[src/rtl/cic_decimator.sv]
// N-stage CIC decimator for a 1-bit bitstream with run-time ratio 2^dec_log2 and gain normalisation.
// Latency: z lands N_STAGES+1 clks after the frame-end tick; no backpressure, z holds between z_valid strobes.
module cic_decimator #(
  parameter int  N_STAGES  = 3,
  parameter int  LOG2_RMAX = 6,
  parameter int  OUT_W     = 16,
  localparam int ACC_W     = N_STAGES * LOG2_RMAX + 1,
  localparam int DR_W      = $clog2(LOG2_RMAX + 1)
) (
  input  logic             clk,
  input  logic             rst_n,
  input  logic             en,
  input  logic             x,
  input  logic             clr,
  input  logic [DR_W-1:0]  dec_log2,
  output logic [OUT_W-1:0] z,
  output logic             z_valid
);

  localparam int SUP_W = $clog2(N_STAGES + 1);
  localparam int SH_W  = $clog2(N_STAGES * LOG2_RMAX + 1);
  localparam int CNT_W = LOG2_RMAX;
  localparam logic [DR_W-1:0] RMAX_D = DR_W'(LOG2_RMAX);

  logic [DR_W-1:0]  dec_c;
  logic [DR_W-1:0]  r_act;
  logic [DR_W-1:0]  r_eff;
  logic             ld_pend;
  logic [CNT_W-1:0] cnt;
  logic [CNT_W-1:0] cnt_last;
  logic             tick;
  logic [SUP_W-1:0] supp;

  logic [ACC_W-1:0] integ [N_STAGES];
  logic [ACC_W-1:0] dly   [N_STAGES];
  logic [ACC_W-1:0] cdat  [N_STAGES+1];
  logic             cvld  [N_STAGES+1];
  logic             cemit [N_STAGES+1];
  logic [DR_W-1:0]  cr    [N_STAGES+1];

  logic [SH_W-1:0]  sh;
  logic [ACC_W-1:0] scaled;
  logic [OUT_W-1:0] z_nxt;

  always_comb begin
    if (dec_log2 == '0)         dec_c = DR_W'(1);
    else if (dec_log2 > RMAX_D) dec_c = RMAX_D;
    else                        dec_c = dec_log2;
  end

  // An async reset cannot load a port value, so the first clock after release picks up the ratio.
  assign r_eff    = ld_pend ? dec_c : r_act;
  assign cnt_last = {CNT_W{1'b1}} >> (RMAX_D - r_eff);
  assign tick     = en & (cnt == cnt_last);

  always_ff @(posedge clk or negedge rst_n) begin
    if (!rst_n) begin
      cnt     <= '0;
      r_act   <= RMAX_D;
      ld_pend <= 1'b1;
      supp    <= SUP_W'(N_STAGES);
    end else if (clr) begin
      cnt     <= '0;
      r_act   <= dec_c;
      ld_pend <= 1'b0;
      supp    <= SUP_W'(N_STAGES);
    end else begin
      ld_pend <= 1'b0;
      if (ld_pend) r_act <= dec_c;
      if (en) cnt <= tick ? '0 : cnt + 1'b1;
      if (tick) begin
        r_act <= dec_c;
        if (dec_c != r_eff)   supp <= SUP_W'(N_STAGES);
        else if (supp != '0) supp <= supp - 1'b1;
      end
    end
  end

  // Integrators wrap freely; the comb differences cancel the overflow.
  always_ff @(posedge clk or negedge rst_n) begin
    if (!rst_n) begin
      for (int k = 0; k < N_STAGES; k++) integ[k] <= '0;
    end else if (clr) begin
      for (int k = 0; k < N_STAGES; k++) integ[k] <= '0;
    end else if (en) begin
      integ[0] <= integ[0] + ACC_W'(x);
      for (int k = 1; k < N_STAGES; k++) integ[k] <= integ[k] + integ[k-1];
    end
  end

  always_ff @(posedge clk or negedge rst_n) begin
    if (!rst_n) begin
      for (int k = 0; k <= N_STAGES; k++) begin
        cdat[k] <= '0; cvld[k] <= 1'b0; cemit[k] <= 1'b0; cr[k] <= '0;
      end
      for (int k = 0; k < N_STAGES; k++) dly[k] <= '0;
    end else if (clr) begin
      for (int k = 0; k <= N_STAGES; k++) begin
        cdat[k] <= '0; cvld[k] <= 1'b0; cemit[k] <= 1'b0; cr[k] <= '0;
      end
      for (int k = 0; k < N_STAGES; k++) dly[k] <= '0;
    end else begin
      cvld[0]  <= tick;
      cemit[0] <= tick & (supp == '0);
      if (tick) begin
        cdat[0] <= integ[N_STAGES-1];
        cr[0]   <= r_eff;
      end
      for (int k = 1; k <= N_STAGES; k++) begin
        cvld[k]  <= cvld[k-1];
        cemit[k] <= cemit[k-1];
        if (cvld[k-1]) begin
          cdat[k]  <= cdat[k-1] - dly[k-1];
          dly[k-1] <= cdat[k-1];
          cr[k]    <= cr[k-1];
        end
      end
    end
  end

  // Shift so that full scale lands on the ACC_W MSB regardless of the frame's ratio.
  always_comb begin
    sh     = SH_W'(N_STAGES * (LOG2_RMAX - int'(cr[N_STAGES])));
    scaled = cdat[N_STAGES] << sh;
  end

  if (ACC_W >= OUT_W) begin : g_trunc
    assign z_nxt = OUT_W'(scaled >> (ACC_W - OUT_W));
  end else begin : g_pad
    assign z_nxt = {scaled, {(OUT_W - ACC_W){1'b0}}};
  end

  always_ff @(posedge clk or negedge rst_n) begin
    if (!rst_n) begin
      z       <= '0;
      z_valid <= 1'b0;
    end else if (clr) begin
      z       <= '0;
      z_valid <= 1'b0;
    end else begin
      z_valid <= cvld[N_STAGES] & cemit[N_STAGES];
      if (cvld[N_STAGES] && cemit[N_STAGES]) z <= z_nxt;
    end
  end

endmodule
[config.mk]
export PLATFORM = sky130hd
export DESIGN_NAME = cic_decimator
export DESIGN_NICKNAME = d
export VERILOG_FILES = /design/src/rtl/cic_decimator.sv
export SDC_FILE = /design/constraint.sdc
export NUM_CORES = 1
export LEC_CHECK = 0
export CAP_MARGIN = 5
export CORE_MARGIN = 3
export CORE_UTILIZATION = 50
export CTS_CLUSTER_DIAMETER = 80
export DETAILED_ROUTE_END_ITERATION = 8
export HOLD_SLACK_MARGIN = 0.03
export PLACE_DENSITY = 0.69
export RECOVER_POWER = 25
export SLEW_MARGIN = 10
export SYNTH_ARGS = -nofsm -noshare
export SYNTH_HDL_FRONTEND = slang
export SYNTH_SLANG_ARGS = --single-unit
[constraint.sdc]
create_clock -name clk -period 3.1 [get_ports clk]
set_input_delay 0.465 -clock clk [delete_from_list [all_inputs] [get_ports clk]]
set_output_delay 0.465 -clock clk [all_outputs]
set_load 0.03 [all_outputs]
# Word level (Yosys, flattened, before mapping)
# Index checks and enable logic that the tools add are counted.
# W data, S select, Z words.
# word_totals
register_bits,239
latch_bits,0
mem_bits_rw,0
romBits,0
in_bits,8
out_inout_bits,17
mem_count,0
# op_classes
add_sub_neg,10
multipliers,1
div_mod_pow,0
n_lt_le_gt_ge,1
eq_ne,2
shifts,2
muxes,33
n_bitwise,3
reduce_logical,12
# ops
op,n
$mux W57,3
$mux W19,7
$mux W76,1
$sub A19 B19 Y19,3
$add A19 B19 Y19,2
$mux W16,2
$mux W3,9
$add A19 B1 Y19,1
$shl A19 B5 Y19,1
$mux W6,3
$reduce_bool A2 Y1,7
$mux W12,1
$mux W2,4
$mux W4,2
$add A6 B1 Y6 const B,1
$eq A6 B6 Y1,1
$shr A6 B3 Y6 const A,1
$mul A3 B4 Y5 const A,1
$sub A3 B3 Y4 const A,1
$and A1 B1 Y1,3
$gt A3 B3 Y1 const B,1
$logic_not A3 Y1,1
$ne A3 B3 Y1,1
$reduce_bool A3 Y1,1
other kinds (6),6

# Logic depth before layout (Yosys ltp)
# logic_depth
depth_word,11
depth_mapped,15
ltp_nobuf,13

# Worst setup path after synthesis
# Ideal clock, no wire load.
# synth_path
path_type,in2reg
from,input dec_log2[2]
to,register cdat[70] (netlist bit)
setup_time_ps,132
arrival_ps,2915
required_time_ps,2968
setup_slack_ps,53
cell_stages,14
path_cell_list,inv_1 -> maj3_1 -> mux2_2 -> ha_1 -> inv_1 -> ha_1 -> or3b_1 -> a21oi_1 -> o311ai_0 -> a31oi_1 -> buf_2 -> buf_4 -> mux2i_1 -> nor2_1
# synth_via
elab_chain_cells,9
word_cells_on_any_way,10
cone_classes,add/sub: 1; order compare: 1; eq/ne: 1; shift: 1; mux: 3; bitwise: 1; reduce/logical: 2
# synth_lines
item,line,rtl
from (decl),15,"input logic [DR_W-1:0] dec_log2,"
$gt A3 B3 Y1,47,else if (dec_log2 > RMAX_D) dec_c = RMAX_D;
$mux W3,47,
$mux W3 *,46,if (dec_log2 == '0) dec_c = DR_W'(1);
$mux W3 *,-,
$sub A3 B3 Y3 *,53,assign cnt_last = {CNT_W{1'b1}} >> (RMAX_D - r_eff);
$shr A6 B3 Y6 *,53,
$eq A6 B6 Y1 *,54,assign tick = en & (cnt == cnt_last);
$and A1 B1 Y1 *,54,
$reduce_bool A2 Y1 (no source line) *,-,
"to (signal, indexed assignment)",113,cdat[k] <= cdat[k-1] - dly[k-1];
to (decl),36,logic [ACC_W-1:0] cdat [N_STAGES+1];
# Mark *: on every way between the ends. The rest lies on a longest branch, timed or not.
# A chain may end at the register's enable or synchronous reset.

# Worst setup path in the final report
# layout_path
from,input dec_log2[0]
to,register cdat[71] (netlist bit)
# Same word-level chain as after synthesis.

==> results.toml <==
[outcome]
status = "finished with violations"
violated_checks = "max-capacitance violations, max-slew violations"

[clock_tree]
cts_tree = "built"
worstSkewPairLatency_ns = 0.53
clkSlewWorstSetupHoldPaths_ns = 0.06
cts.sink_count = 239
cts_root_buf = "sky130_fd_sc_hd__clkbuf_16"
numCtsBuffers = 28
clock_tree.htree_level_count = 1
cts_buffer_depth = 3

[worst_setup_path]
critPathArrivalTime_ns = 3.39
r2r_cells = 12
timing.critical_path.to_type = "flip-flop"
timing.critical_path.from_type = "input pin"
required_ns = 3.49
path_max_fanout = 5
setup.worst_path.class = "in -> reg"

[yosys]
number_of_synthesized_flops_with_an_enable_pin = 0
ys_ff_latch = 239
yosys.cell_types.count = 75
synth_seq_area_share = 0.401
synthCells = 1549
postSynth.asyncResetShare = 1.00
synth_warn = 0
synth_largest_type_area_fraction = 0.392
synthFlopType = "sky130_fd_sc_hd__dfrtp_1"
synth_area_per_cell_sq_um = 9.64
synth_fp_nets = 1664
netlist_top_cells_area = "sky130_fd_sc_hd__dfrtp_1 39%, sky130_fd_sc_hd__mux2i_1 9.3%, sky130_fd_sc_hd__ha_1 8.4%, sky130_fd_sc_hd__nor2_1 6.1%, sky130_fd_sc_hd__xor2_1 2.7%"
syn-cell-area_sq_mm = 0.0149
synthDominantAreaCellType = "sky130_fd_sc_hd__dfrtp_1"

[global_routing]
grt-ovfl-total = 0
antenna_found_initial = 0
globalRouteTotalUtil = 0.200
grt_pass1_vias = 11400
grt_max_degree = 95
grt_pass1_wl_mm = 53.8

[final_layout]
finish.cell_count_without_fillers = 1988
syn2layout_area_growth_pct = 12.7
mostFrequentLayoutCell = "sky130_fd_sc_hd__nor2_1"
fraction_of_final_layout_cells_sized_beyond_drive_strength_1 = 0.0829
multiInputGateArea_sq_mm = 0.00843
ff_latch_area_sq_mm = 0.00599
n_antenna_cell = 0
final_cell_mix = "243 x sky130_fd_sc_hd__nor2_1, 232 x sky130_fd_sc_hd__dfrtp_1, 138 x sky130_fd_sc_hd__mux2i_1"
fillers = 2484
fin_nets = 1698

[pwr]
p_leak_nw = 7.35
max-vdd-ir-drop_uv = 396
cellInternalPower_mw = 5.42
power_density_mw_per_mm2 = 417
clock_share_of_power = 0.476
share_comb_of_total_power = 0.069
seq_power_share = 0.455
p_sw_frac = 0.228
netSwitchingPower_mw = 1.60

[sta]
timing_hold_violations_final = 0
worst_slew_margin_relative_to_its_limit = -0.341
timing.final.crit_period_ns = 3.01
clock_skew_ns = 0.00771
period_share = 0.971
final-max-slew-violation-count = 105
totalNegativeSetupSlack_ns = 0
setup_repair_after_global_routing_missed_its_margin = "false"
final-setup-viol-count = 0
worstMarginPinSlew_ns = 2.01
fmax_ghz = 0.332
post-route-worst-setup-slack_ns = 0.0906

[placed_design]
buffer_ports.inserted = 24
place_congestion = 0.850
dp_hpwl_mm = 21.4
detailedPlace.worstSlack_ns = -0.671
instance_count_after_placement_with_tap_cells_included = 1927

[detailed_routing]
vias = 11200
post-route-drc-count = 0
route.detailed.vias_per_inst = 5.64
route.detailed.wl_per_inst_microns = 15.7
drt-pass1-iter-count = 5
detail_route.iter0.violations = 618
ant_nets = 0
drt_wl_total_mm = 31.1

[floorplanning]
die_height_microns = 179
die_footprint_sq_mm = 0.0320
coreArea_sq_mm = 0.0291
count_of_standard_cell_rows = 62
initial_utilization = 0.513
dieWidth_microns = 179
ios = 25

[job]
max_cap_violations = 2

[hold_path]
min-delay-path-class = "in -> reg"
timing.hold.worst_path_depth = 4
## power by group through the flow
stage / combinational (mW) / sequential (mW) / clock, mW
floorplan: 0.284 / 3.23 / 0
global placement: 0.436 / 3.24 / 0
detailed placement: 0.446 / 3.24 / 0
CTS: 0.470 / 3.19 / 3.42
global route: 0.541 / 3.19 / 3.56
finish: 0.487 / 3.19 / 3.34
## metrics by stage
step	hold WS, ns	power, mW	cell area, sq um	utilization
floorplan	0.169	3.51	14900	-
global placement	0.454	3.68	15700	0.540
detailed placement	0.458	3.69	15700	0.540
CTS	0.441	7.08	16800	0.576
global route	0.322	7.30	16800	0.579
finish	0.319	7.02	16800	0.579
## kinds of logic (layout without fill, tap and decap cells)
group	after synthesis	in the layout	synth area share
buf+inv	148	203	0.0380
other cells	1	1	0.000251
fa+ha+maj	108	108	0.0939
xor+xnor	87	87	0.0510
mux	159	159	0.120
simple gates	468	468	0.143
flops	239	239	0.401
compound gates	339	339	0.153
## final timing paths
path / from / end / slack, ns
setup / recovery: dec_log2[0] / cdat[71]$_DFFE_PN0P_ / 0.09
hold / removal: dec_log2[1] / r_act[1]$_DFF_PN1_ / 0.32
max in group asynchronous: rst_n / cvld[2]$_DFF_PN0_ / 0.81
setup reg to reg: ld_pend$_DFF_PN1_ / cdat[71]$_DFFE_PN0P_ / 0.12
hold reg to reg: cemit[1]$_DFF_PN0_ / cemit[0]$_DFF_PN0_ / 0.48
min in group asynchronous: rst_n / dly[0]$_DFFE_PN0P_ / 1.06
## state kept, by name (all words and copies together), names as in the netlist
signal   cells
ld_pend      1
integ       57
cr          12
supp         2
dly         57
cvld         4
cemit        4
r_act        3
cdat        76
z_valid      1
cnt          6
z           16
## Yosys cell counts, types with 21 or more instances
cell type and n:
sky130_fd_sc_hd__nor2_1 243, sky130_fd_sc_hd__ha_1 100, sky130_fd_sc_hd__xnor2_1 41, sky130_fd_sc_hd__a211oi_1 33, sky130_fd_sc_hd__nand2_1 78, sky130_fd_sc_hd__clkbuf_1 42, sky130_fd_sc_hd__xor2_1 46, sky130_fd_sc_hd__o21a_1 24
sky130_fd_sc_hd__o21ai_0 79, sky130_fd_sc_hd__a21oi_1 65, sky130_fd_sc_hd__a22o_1 21, sky130_fd_sc_hd__mux2i_1 138, sky130_fd_sc_hd__inv_1 85, sky130_fd_sc_hd__dfrtp_1 234, sky130_fd_sc_hd__nor3_1 26
## final cells by class
class,instances,area share
Multi-Input combinational cell,1162,0.501
Tap cell,384,0.0285
Sequential cell,239,0.356
Inverter,87,0.0194
Timing Repair Buffer,65,0.0392
Clock buffer,45,0.0514
Clock inverter,6,0.00498
## layer usage
metal / GRT usage / up-vias / routed length [microns]
met5: 0 / - / 0
met4: 0.0662 / 0 / 922
met1: 0.237 / 5386 / 13300
met2: 0.371 / 152 / 16100
li1: - / 5619 / -
met3: 0.0273 / 61 / 773
## critical path, cell delays in order
cell and delay, ns:
sky130_fd_sc_hd__clkdlybuf4s50_1 0.45, sky130_fd_sc_hd__maj3_2 0.34, sky130_fd_sc_hd__mux2_4 0.28, sky130_fd_sc_hd__ha_2 0.19
sky130_fd_sc_hd__inv_2 0.07, sky130_fd_sc_hd__ha_4 0.15, sky130_fd_sc_hd__or3b_1 0.37, sky130_fd_sc_hd__a21oi_2 0.16
sky130_fd_sc_hd__o311ai_2 0.13, sky130_fd_sc_hd__a31oi_4 0.22, sky130_fd_sc_hd__buf_12 0.17, sky130_fd_sc_hd__clkbuf_16 0.16
sky130_fd_sc_hd__mux2i_1 0.17, sky130_fd_sc_hd__nor2_1 0.06
## what timing repair did
action                                  4_1_cts  5_1_grt
gates resized for setup                       6        7
pin swaps                                     1        4
setup buffers                                 2        3
endpoints found under the hold margin        68        0
hold buffers                                  1        0
endpoints found under the setup margin       27       29
gates cloned                                  1        2
No activity file was read; power rests on OpenSTA's default activity.
